--- config.mk ---
export PLATFORM = sky130hd
export DESIGN_NAME = cfi_sched
export DESIGN_NICKNAME = d
export VERILOG_FILES = /design/src/rtl/cfi_pkg.sv /design/src/rtl/cfi_sched_slot.sv /design/src/rtl/cfi_sched.sv
export SDC_FILE = /design/constraint.sdc
export NUM_CORES = 1
export LEC_CHECK = 0
export CAP_MARGIN = 15
export CORE_ASPECT_RATIO = 1.5
export CORE_UTILIZATION = 42
export CTS_CLUSTER_DIAMETER = 150
export DETAILED_ROUTE_END_ITERATION = 16
export PLACE_DENSITY = 0.87
export SYNTH_ARGS = -nofsm -noshare
export SYNTH_HDL_FRONTEND = slang
export SYNTH_SLANG_ARGS = --single-unit
--- constraint.sdc ---
create_clock -name clk_i -period 2.3 [get_ports clk_i]
set_clock_uncertainty 0.1 [all_clocks]
set_input_delay 0.345 -clock clk_i [delete_from_list [all_inputs] [get_ports clk_i]]
set_output_delay 0.345 -clock clk_i [all_outputs]
set_load 0.02 [all_outputs]
--- src/rtl/cfi_pkg.sv ---
// Shared types for the CFI dispatch scheduler: log entries, exception report,
// fault causes and the scheduler FSM encoding.
package cfi_pkg;

  localparam int unsigned PC_W = 32;
  localparam int unsigned XLEN = 64;

  typedef enum logic [1:0] {
    CFI_BRANCH = 2'd0,
    CFI_JUMP   = 2'd1,
    CFI_CALL   = 2'd2,
    CFI_RETURN = 2'd3
  } cfi_kind_t;

  typedef struct packed {
    cfi_kind_t       kind;
    logic [PC_W-1:0] pc;
  } cfi_log_t;

  typedef struct packed {
    logic [XLEN-1:0] cause;
    logic [XLEN-1:0] tval;
    logic            valid;
  } exception_t;

  localparam logic [XLEN-1:0] CFI_CAUSE_CHECK   = XLEN'(24);
  localparam logic [XLEN-1:0] CFI_CAUSE_TIMEOUT = XLEN'(25);

  typedef enum logic {
    SCHED_RUN   = 1'b0,
    SCHED_FAULT = 1'b1
  } sched_state_e;

endpackage

--- src/rtl/cfi_sched_slot.sv ---
// Per-engine tracker: busy flag, pc of the outstanding check and its watchdog.
// Reports completion, check fault and timeout for the current cycle.
module cfi_sched_slot
  import cfi_pkg::*;
#(
  parameter int unsigned TIMEOUT_CYCLES = 1024
) (
  input  logic            clk_i,
  input  logic            rst_ni,
  input  logic            dispatch_i,
  input  logic [PC_W-1:0] pc_i,
  input  logic            resp_valid_i,
  input  logic            resp_fault_i,
  output logic            busy_o,
  output logic            free_o,
  output logic            fault_o,
  output logic            timeout_o,
  output logic [PC_W-1:0] pc_o
);

  localparam int unsigned CNT_W = $clog2(TIMEOUT_CYCLES + 1);

  logic            r_busy;
  logic [PC_W-1:0] r_pc;
  logic [CNT_W-1:0] r_cnt;
  logic            w_expire;
  logic            w_release;

  // The counter would reach TIMEOUT_CYCLES on the closing edge of this cycle,
  // i.e. this is the TIMEOUT_CYCLES-th busy cycle after the pop edge.
  assign w_expire  = r_busy && (r_cnt == CNT_W'(TIMEOUT_CYCLES - 1));
  assign w_release = r_busy && (resp_valid_i || w_expire);

  assign fault_o   = r_busy && resp_valid_i && resp_fault_i;
  assign timeout_o = w_expire && !resp_valid_i;
  assign free_o    = !r_busy || w_release;
  assign busy_o    = r_busy;
  assign pc_o      = r_pc;

  // NOTE: state registers use non-blocking assignments so every flop samples
  // the pre-edge values, independent of process evaluation order.
  always_ff @(posedge clk_i or negedge rst_ni) begin
    if (!rst_ni) begin
      r_busy <= 1'b0;
      r_pc   <= '0;
      r_cnt  <= '0;
    end else if (dispatch_i) begin
      r_busy <= 1'b1;
      r_pc   <= pc_i;
      r_cnt  <= '0;
    end else if (w_release) begin
      r_busy <= 1'b0;
    end else if (r_busy) begin
      r_cnt  <= r_cnt + CNT_W'(1);
    end
  end

endmodule

--- src/rtl/cfi_sched.sv ---
// Dispatches queued CFI logs to capable idle engines in queue order, watches
// each outstanding check and reports the first failure or timeout as a fault.
module cfi_sched
  import cfi_pkg::*;
#(
  parameter int unsigned NR_ENGINES     = 2,
  parameter int unsigned TIMEOUT_CYCLES = 1024
) (
  input  logic                       clk_i,
  input  logic                       rst_ni,
  input  cfi_log_t                   log_i,
  input  logic                       queue_empty_i,
  output logic                       queue_pop_o,
  input  logic [NR_ENGINES-1:0][3:0] eng_kind_mask_i,
  output logic [NR_ENGINES-1:0]      eng_req_o,
  input  logic [NR_ENGINES-1:0]      eng_gnt_i,
  output cfi_log_t                   eng_log_o,
  input  logic [NR_ENGINES-1:0]      eng_resp_valid_i,
  input  logic [NR_ENGINES-1:0]      eng_resp_fault_i,
  input  logic                       drain_i,
  output logic                       drained_o,
  input  logic                       fault_clear_i,
  output exception_t                 cfi_fault_o
);

  localparam int unsigned IDX_W = (NR_ENGINES > 1) ? $clog2(NR_ENGINES) : 1;

  sched_state_e                      r_state, w_state_nxt;
  exception_t                        r_fault;
  logic                              r_hold_vld;
  logic [IDX_W-1:0]                  r_hold_idx;

  logic [NR_ENGINES-1:0]             w_busy, w_free, w_chk_fault, w_timeout;
  logic [NR_ENGINES-1:0]             w_capable, w_dispatch;
  logic [NR_ENGINES-1:0][PC_W-1:0]   w_pc;
  logic                              w_sel_vld, w_dispatch_ok;
  logic [IDX_W-1:0]                  w_sel_idx;
  logic                              w_new_fault;
  exception_t                        w_new_excp;
  logic                              w_run, w_capture, w_clear;

  for (genvar e = 0; e < NR_ENGINES; e++) begin : g_slot
    cfi_sched_slot #(
      .TIMEOUT_CYCLES(TIMEOUT_CYCLES)
    ) u_slot (
      .clk_i       (clk_i),
      .rst_ni      (rst_ni),
      .dispatch_i  (w_dispatch[e]),
      .pc_i        (log_i.pc),
      .resp_valid_i(eng_resp_valid_i[e]),
      .resp_fault_i(eng_resp_fault_i[e]),
      .busy_o      (w_busy[e]),
      .free_o      (w_free[e]),
      .fault_o     (w_chk_fault[e]),
      .timeout_o   (w_timeout[e]),
      .pc_o        (w_pc[e])
    );
    assign w_capable[e] = w_free[e] && eng_kind_mask_i[e][log_i.kind];
  end

  // An outstanding request stays on its engine while that engine can still
  // take the head; otherwise the lowest-index capable engine is chosen.
  // NOTE: every always_comb output gets a default first so no path leaves it
  // unassigned, which would infer a latch.
  always_comb begin
    w_sel_vld = 1'b0;
    w_sel_idx = '0;
    if (r_hold_vld && w_capable[r_hold_idx]) begin
      w_sel_vld = 1'b1;
      w_sel_idx = r_hold_idx;
    end else begin
      for (int e = int'(NR_ENGINES) - 1; e >= 0; e--) begin
        if (w_capable[e]) begin
          w_sel_vld = 1'b1;
          w_sel_idx = IDX_W'(e);
        end
      end
    end
  end

  assign w_dispatch_ok = rst_ni && w_run && !drain_i && !queue_empty_i && w_sel_vld;
  assign eng_req_o     = w_dispatch_ok ? (NR_ENGINES'(1) << w_sel_idx) : '0;
  assign w_dispatch    = eng_req_o & eng_gnt_i;
  assign queue_pop_o   = |w_dispatch;
  assign eng_log_o     = log_i;
  assign drained_o     = drain_i && !(|w_busy);

  always_ff @(posedge clk_i or negedge rst_ni) begin
    if (!rst_ni) begin
      r_hold_vld <= 1'b0;
      r_hold_idx <= '0;
    end else begin
      r_hold_vld <= (|eng_req_o) && !queue_pop_o;
      r_hold_idx <= w_sel_idx;
    end
  end

  // Lowest-index failing engine wins; the rest are freed without a report.
  always_comb begin
    w_new_fault = 1'b0;
    w_new_excp  = '0;
    for (int e = int'(NR_ENGINES) - 1; e >= 0; e--) begin
      if (w_chk_fault[e] || w_timeout[e]) begin
        w_new_fault      = 1'b1;
        w_new_excp.valid = 1'b1;
        w_new_excp.cause = w_chk_fault[e] ? CFI_CAUSE_CHECK : CFI_CAUSE_TIMEOUT;
        w_new_excp.tval  = XLEN'(w_pc[e]);
      end
    end
  end

  always_ff @(posedge clk_i or negedge rst_ni) begin
    if (!rst_ni) begin
      r_state <= SCHED_RUN;
    end else begin
      r_state <= w_state_nxt;
    end
  end

  always_comb begin
    w_state_nxt = r_state;
    unique case (r_state)
      SCHED_RUN:   if (w_new_fault) w_state_nxt = SCHED_FAULT;
      SCHED_FAULT: if (fault_clear_i && !w_new_fault) w_state_nxt = SCHED_RUN;
      default:     w_state_nxt = SCHED_RUN;
    endcase
  end

  // A fault arriving together with a clear replaces the acknowledged one.
  always_comb begin
    w_run     = (r_state == SCHED_RUN);
    w_capture = w_new_fault && (w_run || fault_clear_i);
    w_clear   = !w_run && fault_clear_i && !w_new_fault;
  end

  always_ff @(posedge clk_i or negedge rst_ni) begin
    if (!rst_ni) begin
      r_fault <= '0;
    end else if (w_capture) begin
      r_fault <= w_new_excp;
    end else if (w_clear) begin
      r_fault <= '0;
    end
  end

  assign cfi_fault_o = r_fault;

endmodule

Yosys cells after proc, flatten, opt, wreduce, memory -nomap -nowiden
Cells that the tools add are included.
Cells by class
  add/subtract/negate cells: 2
  $lt $le $gt $ge: 2
  equality and inequality tests: 4
  shifts and indexed selects: 1
  mux-type cells: 33
  bitwise operators: 2
  reduce and logical (&&, ||, !) cells: 49
Operators with widths (count)
  two-way mux 129 bit: 3
  two-way mux 70 bit: 1
  two-way mux 11 bit: 6
  logical AND 1 bit: 23
  adder 11 x 1 -> 11 bit, second input constant: 2
  == test 11 x 10 -> 1 bit, second input constant: 2
  two-way mux 1 bit: 19
  nonzero test 2 bit: 5
  logical NOT 1 bit: 9
  logical OR 1 bit: 7
  OR reduction 2 bit: 3
  binary-select mux 1 bit (select 2 bit): 2
  != test 2 bit, second input constant: 2
  AND reduction 2 bit: 2
  < comparator 2 x 3 -> 1 bit, second input constant: 1
  AND 2 bit: 1
  < comparator 1 x 2 -> 1 bit, second input constant: 1
  two-way mux 2 bit: 1
  one-hot mux 1 bit (2 select lines): 1
  left shift 1 x 1 -> 2 bit, first input constant: 1
  inverter 1 bit: 1
Word-level totals
  register bits: 220
  input port bits: 53
  output and inout port bits: 167
  word-level logic and storage cells: 105

Logic depth before layout (Yosys ltp)
  word-level depth: 16
  gate-level depth with buffers: 8
  gate-level depth less buffers: 6

Cells and area by module
Synthesis repeated with hierarchy kept, for this count alone.
Second synthesis, totals
  cells, all modules: 584
  area, all modules: 6526.3 µm²
By module, submodules not included
  cfi_sched_slot: instances 2, cells each 136, area an instance 1855.5 µm², sequential area each 1101.1 µm²
  cfi_sched: instances 1, cells each 312, area an instance 2815.2 µm², sequential area each 925.9 µm²

Least setup slack after synthesis
OpenSTA, ideal clock, no wires.
  path type: register to output
  start point: register g_slot[1].u_slot.r_cnt[0]
  end point: output port queue_pop_o
  arrival time: 2.023 ns
  required time: 1.855 ns
  setup slack: -0.168 ns
  cell stages (with the launch flop): 8
  path buffers: 1
  path through: dfrtp_1 > ha_1 > nand3b_1 > nor3_4 > o21ai_2 > nor3_4 > buf_4 > or2_2
Between the ends
  longest elaborated chain between the ends: 14
  elaborated cells between the ends (all ways): 19
  classes of those cells: eq/ne (1); shift (1); mux (8); bitwise (1); reduce/logical (8)
Ends and longest elaborated chain
  from (decl): RTL line cfi_sched_slot.sv:25  | logic [CNT_W-1:0] r_cnt;
  from (signal assigned): RTL line cfi_sched_slot.sv:54  | r_cnt <= r_cnt + CNT_W'(1);
  == test 11 x 10 -> 1 bit (*): RTL line cfi_sched_slot.sv:31  | assign w_expire = r_busy && (r_cnt == CNT_W'(TIMEOUT_CYCLES - 1));
  logical AND 1 bit (*): RTL line cfi_sched_slot.sv:31
  logical OR 1 bit (*): RTL line cfi_sched_slot.sv:32  | assign w_release = r_busy && (resp_valid_i || w_expire);
  logical AND 1 bit (*): RTL line cfi_sched_slot.sv:32
  logical OR 1 bit (*): RTL line cfi_sched_slot.sv:36  | assign free_o = !r_busy || w_release;
  logical AND 1 bit (*): RTL line cfi_sched.sv:58  | assign w_capable[e] = w_free[e] && eng_kind_mask_i[e][log_i.kind];
  two-way mux 1 bit (implied by the code) (2 in a row): RTL line cfi_sched.sv:68  | if (r_hold_vld && w_capable[r_hold_idx]) begin
  logical AND 1 bit: RTL line cfi_sched.sv:68
  two-way mux 1 bit: RTL line cfi_sched.sv:68
  left shift 1 x 1 -> 2 bit or logical AND 1 bit (tied branches): RTL line cfi_sched.sv:82, cfi_sched.sv:81
  two-way mux 2 bit (*): RTL line cfi_sched.sv:82  | assign eng_req_o = w_dispatch_ok ? (NR_ENGINES'(1) << w_sel_idx) : '0;
  AND 2 bit (*): RTL line cfi_sched.sv:83  | assign w_dispatch = eng_req_o & eng_gnt_i;
  OR reduction 2 bit (*): RTL line cfi_sched.sv:84  | assign queue_pop_o = |w_dispatch;
  to (decl): RTL line cfi_sched.sv:13  | output logic queue_pop_o,
Every way passes the cells marked *; elsewhere a longest branch is shown, timed or not. The select of a mux whose other input is x is not followed.

Worst setup path in the final report
  start point: register g_slot[0].u_slot.r_cnt[6]
  end point: output port eng_req_o[0]
Between the ends
  longest elaborated chain between the ends: 12
  elaborated cells between the ends (all ways): 16
  classes of those cells: eq/ne (1); shift (1); mux (7); reduce/logical (7)
Ends and longest elaborated chain
  from (decl): RTL line cfi_sched_slot.sv:25
  from (signal assigned): RTL line cfi_sched_slot.sv:54
  == test 11 x 10 -> 1 bit (*): RTL line cfi_sched_slot.sv:31
  logical AND 1 bit (*): RTL line cfi_sched_slot.sv:31
  logical OR 1 bit (*): RTL line cfi_sched_slot.sv:32
  logical AND 1 bit (*): RTL line cfi_sched_slot.sv:32
  logical OR 1 bit (*): RTL line cfi_sched_slot.sv:36
  logical AND 1 bit (*): RTL line cfi_sched.sv:58
  two-way mux 1 bit (implied by the code) (2 in a row): RTL line cfi_sched.sv:68
  logical AND 1 bit: RTL line cfi_sched.sv:68
  two-way mux 1 bit: RTL line cfi_sched.sv:68
  left shift 1 x 1 -> 2 bit or logical AND 1 bit (tied branches): RTL line cfi_sched.sv:82, cfi_sched.sv:81
  two-way mux 2 bit (*): RTL line cfi_sched.sv:82
  to (decl): RTL line cfi_sched.sv:15  | output logic [NR_ENGINES-1:0] eng_req_o,
Marked as above.

==> run metrics <==
largest net degree at the start of global routing=74; Remaining Overflow, GRT=0; Post-Synth Adder-Cell Area=0.00385; top cells by area, synth=dfrtp_1, buf_4, mux2_2; slew of the pin with the lowest slew margin=0.916 ns; core footprint=15,100 µm²; row cnt=55; Syn Area/Cell=11.3 µm²; WHS=0.216 ns; status=finished, violations left; worst-path fanout max=3; ys flop type=dfrtp_1; antenna violations before repair=1; Final nets=792; worst skew pair latency=0.40 ns; gate count after technology mapping=575; DRT Pass-1 Iters=4; Via density=4.96; leakage=4.06 nW; area of the multi-input gates=2820 µm²; sequential fraction of the synthesis area=0.481; RR Startpoint=g_slot[0].u_slot.r_cnt[6]; Simple-Gate Fraction of Synth Area=0.106; YS warnings=0; area share of the largest cell type after synthesis=0.481; count of different cell masters after synthesis=48; Critical Path RT=1.86 ns; failing checks=negative setup slack; first-pass GRT wire length=26.1 mm; port buffer count=126; FMAX=387 MHz; path depth of the worst reg2reg path=9; share of cells above drive strength 1=0.271; Synth Area in XOR/XNOR=0.0242; die height=154 µm; clock buffer depth=2; CTS Buf Count=17; vias in the first global route=4,815; Clock H-tree levels=4; clock-pin slew on the worst setup and hold paths=0.06 ns; #FFs+latches synth=125; overall die width=104 µm; setup slack, reg-to-reg=-0.19 ns; critical path launch point type=flop; Top Ports=220; final setup vio count=67; CTS root buffer=clkbuf_16; area leader, netlist=dfrtp_1; Fill cells=1,225; max cap viols=0; largest family of logic cells by synthesized area=buffers and inverters; Max transition margin=0.389; Routed Wire Length=16.7 mm; Compound-Gate Fraction of Synth Area=0.0743; TritonCTS clock tree=yes; clk sink count=125; FF-to-FF End=g_slot[0].u_slot.pc_o[31]; number of routed nets with antenna violations=0; wire length per cell=17.6 µm; WP data arrival=2.14 ns; GPL Wtd Cong=0.784; Die Area=16,000 µm²; RSZ-0062 raised after global routing=yes; Post-Syn Area=6500 µm²; hpwl dp=9.57 mm; hold crit path type=in2async; DRC=0; VDD IR max=787 µV; Tcrit/Tclk final=1.12; multiplexer share of the synthesized area=0.118; Post-synth EDFFs=0; Critical Path End Type=output pin; count of final hold-check violations=0; initial core utilization=0.429; Placed Area=7680 µm²; post-synthesis async set-or-reset flop share=1.00; total track usage=0.214; P per Cell Area=862 nW/µm²; vias=4,709; critical path type=reg2out; DRT iter0 DRCs=196; Slew Limit Fails=0; Tmin final=2.58 ns; Layout area overhead=37.1%; setup ws final=-0.284 ns; FF/Latch Area=3130 µm²; Design Area, Final=8910 µm²
-- kinds of logic after synthesis --
kind of cell / Yosys count
AO/OA/AOI/OAI: 50
other: 1
adder cells (fa/ha/maj): 2
multiplexers: 66
buffers and inverters: 186
flip-flops: 125
XOR/XNOR: 18
AND/OR/NAND/NOR: 127
-- cells in the mapped netlist, types with 6 or more instances --
library cell / n
a221o_1: 32
buf_4: 133
buf_6: 6
clkbuf_1: 7
dfrtp_1: 125
inv_1: 36
mux2_2: 59
nand2_1: 11
nand3_1: 10
nand4_1: 8
nor2_1: 28
nor3_1: 40
xnor2_1: 13
-- layer usage --
metal,vias to the layer above,share of wire,global-route usage
met5,-,0,0
met4,0,0.038,0.113
met3,40,0.061,0.0489
met2,218,0.52,0.376
met1,2325,0.38,0.242
li1,2126,-,-
-- through the flow --
| step | utilization | setup slack (ns) | power, mW | TNS (ns) | instances |
|---|---|---|---|---|---|
| global route | 0.589 | -0.331 | 8.03 | -16.91 | 949 |
| finish | 0.589 | -0.284 | 7.68 | -9.98 | 950 |
| detailed placement | 0.507 | -0.772 | 4.65 | -67.54 | 893 |
| CTS | 0.584 | -0.327 | 7.71 | -11.28 | 946 |
| global placement | 0.507 | -0.755 | 4.58 | -64.45 | 893 |
| floorplan | - | -0.0116 | 4.08 | -0.0116 | 667 |
-- cells in the final DEF, fill, tap and decap left out, drive strengths merged, types with 3 or more instances in the layout --
cell type and instances:
nor3 43, or2 4, clkdlybuf4s50 121, clkinv 6, bufinv 4, and3 3
xnor2 13, nand2 12, mux2 64, inv 37, clkinvlp 3, o21ai 4
a221o 32, clkbuf 18, xor2 5, buf 72, nor2 29, conb 93
nand3 10, nor4 5, a31o 5, a21oi 3, dfrtp 125, and2 3
nand4 9
-- critical path, stage by stage (launching register included) --
cell	delay, ns
dfrtp_1	0.39
nand4_4	0.14
o41ai_4	0.46
nand2_2	0.13
buf_4	0.16
buf_4	0.14
nor3_4	0.16
buf_6	0.15
-- cell type report --
cell class | count | share of cell area
diodes | 1 | 0.000281
clock buffers | 18 | 0.0493
clock inverters | 14 | 0.0216
inverters | 36 | 0.0152
multi-input cells | 362 | 0.316
flip-flops and latches | 125 | 0.351
well taps | 199 | 0.0279
repair buffers | 195 | 0.219
-- sequential cells by signal (all words and copies together) (netlist names) --
name and cells:
r_hold_idx 1, r_state 1, g_slot.u_slot.busy_o 2, cfi_fault_o 34, r_hold_vld 1, g_slot.u_slot.r_cnt 22
g_slot.u_slot.pc_o 64
-- timing repair --
action                     in CTS  in global routing
resized for setup              83                  8
hold endpoints to repair        2                  0
setup endpoints to repair     124                125
hold buffers                    1                  0
pin swaps                       9                  8
gates cloned                   10                  1
setup buffers                  10                  4
-- where the power goes --
part           total (mW)  switching [mW]  internal, mW  leakage, nW
logic                1.88           0.871          1.01         2.12
clock network        2.82           0.978          1.84        0.302
registers            2.99           0.304          2.68         1.63
total                7.68            2.15          5.53         4.06
-- how the worst max path moves through the flow --
| stage | end | slack, ns | depth (start not counted) | start |
|---|---|---|---|---|
| 2_1_floorplan | queue_pop_o | -0.01 | 7 | g_slot[0].u_slot.r_cnt[0] |
| 3_3_place_gp | eng_req_o[1] | -0.75 | 5 | log_i[32] |
| 3_5_place_dp | queue_pop_o | -0.77 | 6 | log_i[32] |
| 4_1_cts | queue_pop_o | -0.33 | 7 | g_slot[0].u_slot.r_cnt[1] |
| 5_1_grt | eng_req_o[0] | -0.33 | 7 | g_slot[0].u_slot.r_cnt[6] |
| 6_report | eng_req_o[0] | -0.28 | 7 | g_slot[0].u_slot.r_cnt[6] |
Note: power is estimated with default switching activity, not from simulation.
